**src/rtl/pc_fetch_ctrl.sv**
```systemverilog
// pc_fetch_ctrl: IF-stage PC generation for a single-issue pipeline with a
// branch delay slot. Computes the next fetch address, drives the synchronous
// instruction SRAM, parks redirects that arrive while IF is stalled, and
// buffers the fetched instruction so ID sees a stable value across stalls.
module pc_fetch_ctrl #(
    parameter logic [31:0] RESET_VEC = 32'hBFC00000
) (
    input  logic        clk,
    input  logic        rst,
    input  logic        stall,
    input  logic        br_valid,
    input  logic [1:0]  pc_sel,
    input  logic [31:0] br_target,
    input  logic [31:0] jr_target,
    output logic        inst_sram_en,
    output logic [31:0] inst_sram_addr,
    input  logic [31:0] inst_sram_rdata,
    output logic [31:0] if_pc,
    output logic [31:0] if_inst,
    output logic        if_valid,
    output logic        redirect_pending,
    output logic        addr_err
);

    localparam logic [1:0] BOOT = 2'd0;
    localparam logic [1:0] RUN  = 2'd1;
    localparam logic [1:0] PEND = 2'd2;

    // pc_q starts one word before the vector so the first sequential step lands on it
    localparam logic [31:0] PC_RST = RESET_VEC - 32'd4;

    logic [1:0]  state_q, state_d;
    logic [31:0] pc_q;
    logic        valid_q;
    logic        err_q;
    logic [31:0] pend_tgt_q;
    logic        pend_err_q;
    logic [31:0] hold_q;
    logic        hold_act_q;

    logic        redir;
    logic [31:0] redir_tgt;
    logic [31:0] nxt;
    logic        nxt_err;
    logic [31:0] nxt_al;
    logic        capture;

    // Redirect decode; codes 0 and 3 both mean fall-through
    always_comb begin
        redir     = br_valid && (pc_sel == 2'd1 || pc_sel == 2'd2);
        redir_tgt = (pc_sel == 2'd2) ? jr_target : br_target;
    end

    // Next fetch address: parked target beats a live redirect beats pc+4
    always_comb begin
        nxt     = pc_q + 32'd4;
        nxt_err = 1'b0;
        if (state_q == PEND) begin
            nxt     = pend_tgt_q;
            nxt_err = pend_err_q;
        end else if (redir) begin
            nxt     = redir_tgt;
            nxt_err = |redir_tgt[1:0];
        end
        nxt_al  = {nxt[31:2], 2'b00};
        capture = stall && (state_q == RUN) && redir;
    end

    // State transitions; any advance lands in RUN, the spare code self-heals to RUN
    always_comb begin
        state_d = state_q;
        if (!stall)
            state_d = RUN;
        else if (capture)
            state_d = PEND;
        else if (state_q == 2'b11)
            state_d = RUN;
    end

    // State and PC / qualifier registers; PC and valid only move when IF advances
    always_ff @(posedge clk or posedge rst) begin
        if (rst) begin
            state_q <= BOOT;
            pc_q    <= PC_RST;
            valid_q <= 1'b0;
            err_q   <= 1'b0;
        end else begin
            state_q <= state_d;
            if (!stall) begin
                pc_q    <= nxt_al;
                valid_q <= 1'b1;
                err_q   <= nxt_err;
            end
        end
    end

    // Park a redirect that arrives during a stall until IF can advance
    always_ff @(posedge clk or posedge rst) begin
        if (rst) begin
            pend_tgt_q <= 32'd0;
            pend_err_q <= 1'b0;
        end else if (capture) begin
            pend_tgt_q <= {redir_tgt[31:2], 2'b00};
            pend_err_q <= |redir_tgt[1:0];
        end
    end

    // SRAM data is only valid the cycle after a read, so grab it on the first stalled edge
    always_ff @(posedge clk or posedge rst) begin
        if (rst) begin
            hold_q     <= 32'd0;
            hold_act_q <= 1'b0;
        end else if (stall) begin
            if (!hold_act_q)
                hold_q <= inst_sram_rdata;
            hold_act_q <= 1'b1;
        end else begin
            hold_act_q <= 1'b0;
        end
    end

    // Output drive
    always_comb begin
        inst_sram_en     = ~stall;
        inst_sram_addr   = nxt_al;
        if_pc            = pc_q;
        if_inst          = hold_act_q ? hold_q : inst_sram_rdata;
        if_valid         = valid_q;
        redirect_pending = (state_q == PEND);
        addr_err         = err_q;
    end

endmodule

```
**config.mk**
```make
export PLATFORM = sky130hd
export DESIGN_NAME = pc_fetch_ctrl
export DESIGN_NICKNAME = d
export VERILOG_FILES = /design/src/rtl/pc_fetch_ctrl.sv
export SDC_FILE = /design/constraint.sdc
export NUM_CORES = 1
export LEC_CHECK = 0
export ABC_AREA = 1
export CAP_MARGIN = 25
export CORE_MARGIN = 2
export CORE_UTILIZATION = 50
export DETAILED_ROUTE_END_ITERATION = 16
export PLACE_DENSITY = 0.87
export RECOVER_POWER = 50
export SETUP_SLACK_MARGIN = 0.2
export SLEW_MARGIN = 15
export SYNTH_ARGS = -nofsm -noshare
export SYNTH_HDL_FRONTEND = slang
export SYNTH_SLANG_ARGS = --single-unit
```
**constraint.sdc**
```tcl
create_clock -name clk -period 10.85 [get_ports clk]
set_clock_uncertainty 0.2 [all_clocks]
set_input_delay 3.255 -clock clk [delete_from_list [all_inputs] [get_ports clk]]
set_output_delay 3.255 -clock clk [all_outputs]
set_load 0.1 [all_outputs]
```
* Word level (Yosys, flattened, before mapping)
Cells that the tools add are included.
Word-level totals: register bits 98, word-level logic and storage cells 31
Operators by class: equality and inequality tests 6, reduce and logical (&&, ||, !) cells 5, muxes and demuxes 10, $add $sub $neg 1, bitwise logic cells 1
Operators with widths (count):
- 2-to-1 mux 32 bit | 4
- adder 32 x 3 -> 32 bit (second input constant) | 1
- equality test 2 bit (second input constant) | 3
- 2-to-1 mux 2 bit | 3
- equality test 2 x 1 -> 1 bit (second input constant) | 2
- logical AND 1 bit | 3
- 2-to-1 mux 1 bit | 3
- != test 3 x 1 -> 1 bit (second input constant) | 1
- OR reduction 2 bit | 1
- logical OR 1 bit | 1
- NOT 1 bit | 1

* Longest topological paths before layout
Gate-level depths: netlist of the first run.
depth in word-level cells 6, depth in mapped cells 12, gate-level depth less buffers 12

* Worst setup path after synthesis of the first run
Ideal clock, no wire load.
path type input -> output, start point input pc_sel[0], end point output inst_sram_addr[4], path slack 1794 ps, cell stages on the path 9, path buffers 2, data arrival time 5601 ps, required time 7395 ps, cells stage by stage inv_1 > ha_1 > buf_2 > inv_1 > buf_4 > nand2_1 > nand3_1 > o21ai_0 > a21oi_1
On the way: longest elaborated chain between the ends 5, elaborated cells between the ends (all ways) 7, those cells by class eq/ne: 2; mux: 3; reduce/logical: 2
RTL lines:
- start, declared | line 12 | input logic [1:0] pc_sel,
- equality test 2 x 1 -> 1 bit or equality test 2 bit (tied branches) | line 50, 51
- logical OR 1 bit | line 50 | redir = br_valid && (pc_sel == 2'd1 || pc_sel == 2'd2);
- logical AND 1 bit | line 50
- 2-to-1 mux 32 bit * | line 61 | end else if (redir) begin
- 2-to-1 mux 32 bit * | line 58 | if (state_q == PEND) begin
- end, declared | line 16 | output logic [31:0] inst_sram_addr,
Every way passes the cells marked *; elsewhere a longest branch is shown, timed or not.

* Worst setup path after layout of the first run
start point input pc_sel[0], end point output inst_sram_addr[5]
The elaborated chain is that of the path after synthesis.

==> metrics.md, run 1 <==
| Metric | Value |
|---|---|
| Register share of total power | `31.1%` |
| Starting Density | `51.30%` |
| Final period util | `86.72%` |
| GR Util All Layers | `27.41%` |
| Iteration-0 DRC Markers | `422` |
| Combinational Power Share | `50.0%` |
| Root Buffer | `clkbuf_16` |
| CTS resizes | `0` |
| Clock Sink Count | `98` |
| Core ar. | `11470 µm²` |
| Vias | `6051` |
| Mapped cell area | `5883 µm²` |
| Final net count | `1127` |
| Vias in the first global route | `5710` |
| H-tree levels | `3` |
| Port Buffers | `197` |
| Internal | `0.0008116 W` |
| WP data arrival | `5950 ps` |
| Setup Total Neg Slack | `0 ps` |
| Startpoint types | `input pin` |
| Sw Pwr | `0.0008362 W` |
| Crit path time final | `9409 ps` |
| CTS clk-pin slew, worst paths | `70 ps` |
| RSZ-0062 raised after global routing | `false` |
| Initial antenna violation count | `0` |
| Area delta synth->final | `37.73%` |
| Ys Warns | `0` |
| Worst VDD drop | `0.2340 mV` |
| Filler cells | `961` |
| Max_cap viols | `2` |
| Worst path required time | `7400 ps` |
| Area of the die | `12650 µm²` |
| Syn Area/Cell | `6.938 µm²` |
| Switching part of the total | `50.75%` |
| Global route total overflow | `0` |
| DIE HEIGHT | `112.5 µm` |
| Clk_lat worst skew | `350 ps` |
| Static leakage | `3.787 nW` |
| Slew Limit Fails | `176` |
| Wirelength per Cell | `14.49 µm` |
| First-pass GRT wire length | `28.19 mm` |
| Register area share after synthesis | `42.28%` |
| Critical path class | `in2out` |
| R2r setup slk | `8270 ps` |
| Worst Path Max Fanout | `18` |
| CP endpoint kind | `output pin` |
| DRC Markers | `0` |
| Detail Route Antenna Nets | `0` |
| Routability cong. | `0.8859` |
| Worst hold margin | `258.5 ps` |
| Fin. Hold Viols | `0` |
| Post-Route WL | `16.97 mm` |
| Worst Setup Slack, final | `1441 ps` |
| CTS Buffer Depth | `2` |
| Setup violations, final | `0` |
| IO Count | `202` |
| Worst hold path type | `reg2reg` |
| Final Util | `70.66%` |
| Horiz. Die Dim | `112.5 µm` |
| Fmax | `0.1063 GHz` |
| Failing checks | `capacitance limit, slew limit` |
| Drt first pass iters | `6` |
| Std-Cell Rows | `39` |
| Clock Power Share | `19.0%` |
| Mapped Cells | `848` |
| Slew HR | `-168.4%` |
| CTS tree | `done` |
| Most frequent cells in the layout | `282 x nand2_1, 161 x clkdlybuf4s50_1, 95 x o21ai_0` |
| Largest net degree at the start of global routing | `107` |
| Post-CTS setup repair buffer count | `0` |
| Hold Buf Count CTS | `0` |
| CTS Buf Count | `9` |
| Slew of the pin with the lowest slew margin | `4026 ps` |
| Ant diodes | `0` |
| PwrDens | `203.4 nW/µm²` |
| Dpl hpwl | `12.28 mm` |
| Synth Register Bits | `98` |
| Dpl ws | `1633 ps` |
| Status | `complete, but fails checks` |
| DR vias/cell | `5.167` |
| Fraction of layout cells with a size suffix above 1 | `10.41%` |
| Most common cell after layout, fill and taps aside | `nand2_1` |
| Number of distinct library cells after synthesis | `34` |
==> per-stage QoR <==
step / cells / instance area, µm² / power (W)
after global placement: 1154 / 7812 / 0.001328
after global routing: 1171 / 8103 / 0.001720
after floorplan: 851 / 5894 / 0.001139
final: 1171 / 8103 / 0.001648
after detailed placement: 1154 / 7812 / 0.001337
after CTS: 1170 / 8095 / 0.001647
==> per-layer routing <==
| metal | wire [µm] | global-route usage (%) |
|---|---|---|
| met1 | 7175 | 36.05 |
| met2 | 8247 | 45.78 |
| met3 | 1192 | 5.130 |
| met4 | 350 | 9.268 |
| met5 | 0 | 0 |
==> sequential cells by signal, indices dropped and copies added, names as in the netlist <==
register	count
hold_q	32
if_pc	30
pend_tgt_q	30
state_q	2
addr_err	1
hold_act_q	1
if_valid	1
pend_err_q	1
==> cells in the mapped netlist <==
master    instances  area (µm²)
nand2_1         282        1059
inv_1            91       341.6
o21ai_0          91       455.4
nor2_1           81       304.0
dfrtp_1          70        1752
a21oi_1          48       240.2
nand3_1          33       165.2
dfstp_2          28       735.7
clkbuf_1         22       82.58
mux2i_1          15       150.1
buf_2            14       70.07
nand2_2          11       68.82
nor2_4            7       78.83
o21ai_1           7       35.03
buf_4             6       45.04
a31oi_1           5       31.28
nor2_2            5       31.28
nand3b_1          3       22.52
nor3_1            3       15.01
o211ai_1          3       22.52
o221ai_1          3       26.28
xor2_1            3       26.28
and2_1            2       12.51
ha_1              2       25.02
nand2_4           2       22.52
nand4_1           2       12.51
xnor2_1           2       17.52
buf_1             1       3.750
clkinv_1          1       3.750
conb_1            1       3.750
inv_2             1       3.750
o21a_1            1       7.510
or2_0             1       6.260
or2_2             1       6.260
==> worst paths after layout <==
| check | from | endpoint | cells past startpoint |
|---|---|---|---|
| min reg2reg | if_valid | if_valid | 1 |
| min in group asynchronous | rst | hold_q[6] | 2 |
| min | if_valid | if_valid | 1 |
| max reg2reg | state_q[0] | if_pc[4] | 9 |
| max | pc_sel[0] | inst_sram_addr[5] | 11 |
| max in group asynchronous | rst | hold_act_q | 3 |
==> power by group through the flow <==
stage	combinational (W)	clock, W	sequential, W
2_1_floorplan	0.000466	0	0.000672
5_1_grt	0.000868	0.000330	0.000522
6_report	0.000823	0.000313	0.000512
3_5_place_dp	0.000819	0	0.000518
3_3_place_gp	0.000813	0	0.000515
4_1_cts	0.000822	0.000312	0.000513
==> critical path, cell delays in order <==
cell	delay, ps
dlygate4sd3_1	520
inv_1	40
ha_1	300
nor2_1	180
inv_1	260
nand2_1	260
buf_4	270
inv_1	210
o21a_1	160
a21oi_1	170
buf_4	320
==> cells by family (layout without fill, tap and decap cells) <==
| logic type | count (synthesis) | count (layout) | synth area share [%] |
|---|---|---|---|
| AO/OA/AOI/OAI | 158 | 158 | 13.91 |
| XOR/XNOR | 5 | 5 | 0.7445 |
| adder cells (fa/ha/maj) | 2 | 2 | 0.4253 |
| buffers and inverters | 136 | 313 | 9.358 |
| flip-flops | 98 | 98 | 42.28 |
| multiplexers | 15 | 15 | 2.552 |
| other | 1 | 4 | 0.06374 |
| AND/OR/NAND/NOR | 433 | 433 | 30.67 |
==> area by class of cell <==
type                            instances  area, µm²  area share [%]
Clock buffer                           12      256.5           3.166
Clock inverter                          4      26.28          0.3243
Inverter                               93      350.3           4.324
Multi-Input combinational cell        617       2856           35.25
Sequential cell                        98       2489           30.71
Tap cell                              143      178.9           2.208
Timing Repair Buffer                  204       1946           24.01
No activity file was read; power rests on OpenSTA's default activity.
==> inputs of run 2 (changes only) <==
--- a/config.mk
+++ b/config.mk
@@ -7,10 +7,10 @@
 export LEC_CHECK = 0
 export ABC_AREA = 1
 export CAP_MARGIN = 25
-export CORE_MARGIN = 2
-export CORE_UTILIZATION = 50
+export CORE_MARGIN = 1
+export CORE_UTILIZATION = 46
 export DETAILED_ROUTE_END_ITERATION = 16
-export PLACE_DENSITY = 0.87
+export PLACE_DENSITY = 0.81
 export RECOVER_POWER = 50
 export SETUP_SLACK_MARGIN = 0.2
 export SLEW_MARGIN = 15
==> constraint.sdc (replaced) <==
create_clock -name clk -period 10.8 [get_ports clk]
set_clock_uncertainty 0.2 [all_clocks]
set_input_delay 3.24 -clock clk [delete_from_list [all_inputs] [get_ports clk]]
set_output_delay 3.24 -clock clk [all_outputs]
set_load 0.1 [all_outputs]
==> run 2 against run 1 <==
Net effect:
- the flow still finishes with violations (capacitance limit, slew limit)
- critical endpoint unchanged
- first-iteration DRC count fell by 12%
- largest power group unchanged
- final area is 0.15% higher
- clock power fell by 2%
- combinational power is essentially flat
- worst setup slack worse by 93 ps
- critical path type unchanged
- power barely moved
- non-clock buffer count did not move
- register-to-register slack worse by 180 ps
- wire length decreased by 1.3%
- critical path depth down 1
==> metrics.md, run 2 (synthesized netlist as in run 1, its figures left out) <==
| Metric | Value |
|---|---|
| CP delay by family, top | `buffers and inverters` |
| Dpl hpwl | `12.38 mm` |
| Clock Power Share | `18.6%` |
| Area delta synth->final | `37.94%` |
| GR Util All Layers | `26.65%` |
| Switching part of the total | `50.56%` |
| Static leakage | `3.778 nW` |
| Setup violations, final | `0` |
| First-pass GRT wire length | `27.26 mm` |
| Crit path depth | `10` |
| Worst hold path type | `reg2reg` |
| Top layer in use | `met4` |
| Worst path max stage delay | `520 ps` |
| Initial antenna violation count | `0` |
| CTS Buffer Depth | `2` |
| FF-to-FF End | `if_pc[5]` |
| CTS Buf Count | `9` |
| WL met2 | `7.998 mm` |
| M1 WL | `7.394 mm` |
| IO Count | `202` |
| Reg with most FFs | `hold_q` |
| Critical path class | `in2out` |
| DIE HEIGHT | `115.1 µm` |
| Worst R2R Path Depth | `9` |
| Max_cap viols | `3` |
| Final Util | `66.18%` |
| Root Buffer | `clkbuf_16` |
| Horiz. Die Dim | `115.1 µm` |
| Combinational Power Share | `49.9%` |
| Worst Path Max Fanout | `15` |
| Slew Limit Fails | `208` |
| CP bufs+invs | `5` |
| Area of the die | `13250 µm²` |
| Worst hold margin | `286.0 ps` |
| Final period util | `87.51%` |
| Worst hold path startpoint | `pend_tgt_q[24]` |
| Post-Route WL | `16.74 mm` |
| DRC Markers | `0` |
| Vias in the first global route | `5518` |
| Tot Pwr | `0.001647 W` |
| Reg-to-Reg Start | `state_q[0]` |
| CP endpoint kind | `output pin` |
| Worst VDD drop | `0.2078 mV` |
| Failing checks | `capacitance limit, slew limit` |
| Startpoint types | `input pin` |
| Most common cell type on the critical path | `inv_1` |
| Internal | `0.0008144 W` |
| Fin. Hold Viols | `0` |
| Global route total overflow | `0` |
| Design Area, Final | `8115 µm²` |
| Slew HR | `-168.9%` |
| CTS tree | `done` |
| Hold Path End | `pend_tgt_q[24]` |
| Setup Total Neg Slack | `0 ps` |
| Crit path time final | `9451 ps` |
| Clock Sink Count | `98` |
| Slew of the pin with the lowest slew margin | `4033 ps` |
| Iteration-0 DRC Markers | `372` |
| R2r setup slk | `8090 ps` |
| Most common cell after layout, fill and taps aside | `nand2_1` |
| CTS resizes | `0` |
| Port Buffers | `197` |
| H-tree levels | `3` |
| Drt first pass iters | `5` |
| Final net count | `1127` |
| Starting Density | `47.98%` |
| RSZ-0062 raised after global routing | `false` |
| Wirelength per Cell | `13.99 µm` |
| Clk_lat worst skew | `350 ps` |
| Placed Area | `7851 µm²` |
| WP data arrival | `6010 ps` |
| Ant diodes | `0` |
| Routability cong. | `0.8978` |
| Largest net degree at the start of global routing | `107` |
| Wire length on met3 | `975 µm` |
| Sw Pwr | `0.0008330 W` |
| Hold Buf Count CTS | `0` |
| Max reg flops | `32` |
| PwrDens | `203.0 nW/µm²` |
| Status | `complete, but fails checks` |
| Crit-path slowest cell | `dlygate4sd3_1` |
| Vias | `5996` |
| Critical-path cell list | `dlygate4sd3_1 -> inv_1 -> ha_1 -> nor2_1 -> inv_1 -> nand2_1 -> inv_1 -> o21a_1 -> a21oi_1 -> buf_4` |
| Fraction of layout cells with a size suffix above 1 | `10.21%` |
| Detail Route Antenna Nets | `0` |
| CTS clk-pin slew, worst paths | `60 ps` |
| DR vias/cell | `5.013` |
| Filler cells | `1088` |
| Register share of total power | `31.5%` |
| Worst hold stages | `2` |
| Worst path required time | `7360 ps` |
| Std-Cell Rows | `40` |
| Core ar. | `12260 µm²` |
| Most frequent cells in the layout | `282 x nand2_1, 160 x clkdlybuf4s50_1, 92 x o21ai_0` |
| Post-CTS setup repair buffer count | `0` |
| Fmax | `0.1058 GHz` |
==> run 2: worst max-delay path by stage <==
stage	slack [ps]	to	startpoint
global route	1070	inst_sram_addr[5]	pc_sel[0]
floorplan	1770	inst_sram_addr[4]	pc_sel[0]
CTS	1510	inst_sram_addr[5]	pc_sel[0]
finish	1350	inst_sram_addr[5]	pc_sel[0]
global placement	1540	inst_sram_addr[7]	pc_sel[0]
detailed placement	1520	inst_sram_addr[5]	pc_sel[0]
==> run 2: through the flow <==
stage               instances  setup slack (ps)
floorplan                 851              1774
global placement         1180              1540
detailed placement       1180              1519
CTS                      1196              1510
global route             1196              1069
finish                   1196              1349
==> run 2: final cells by class <==
type	instances	area (µm²)	share of cell area, %
clock buffers	14	264.0	3.253
repair buffers	204	1933	23.82
inverters	93	350.3	4.317
multi-input cells	617	2856	35.20
clock inverters	2	12.51	0.1542
well taps	168	210.2	2.590
flip-flops and latches	98	2489	30.67
==> run 2: layer usage <==
| layer | vias up | global-route usage (%) |
|---|---|---|
| met1 | 2751 | 34.88 |
| met5 | - | 0 |
| met2 | 203 | 43.82 |
| met4 | 0 | 8.831 |
| li1 | 3013 | - |
| met3 | 29 | 5.851 |
==> run 2: tightest hold or removal path: cells and delay by family (launching register included) <==
family	cells	cell delay, ps
simple gates	1	50
compound gates	1	60
flops	1	340
==> run 2: power by group through the flow <==
stage / sequential (W) / clock, W / combinational [W]
6_report: 0.000519 / 0.000306 / 0.000822
4_1_cts: 0.000517 / 0.000311 / 0.000825
3_5_place_dp: 0.000522 / 0 / 0.000823
2_1_floorplan: 0.000675 / 0 / 0.000469
3_3_place_gp: 0.000520 / 0 / 0.000817
5_1_grt: 0.000528 / 0.000326 / 0.000868
==> inputs of run 3 (changes only) <==
--- a/config.mk
+++ b/config.mk
@@ -6,7 +6,7 @@
 export NUM_CORES = 1
 export LEC_CHECK = 0
 export ABC_AREA = 1
-export CAP_MARGIN = 25
+export CAP_MARGIN = 20
 export CORE_MARGIN = 1
 export CORE_UTILIZATION = 46
 export DETAILED_ROUTE_END_ITERATION = 16
==> results of run 3 <==
No change in the layout: final DEF, timing and power equal those of run 2.
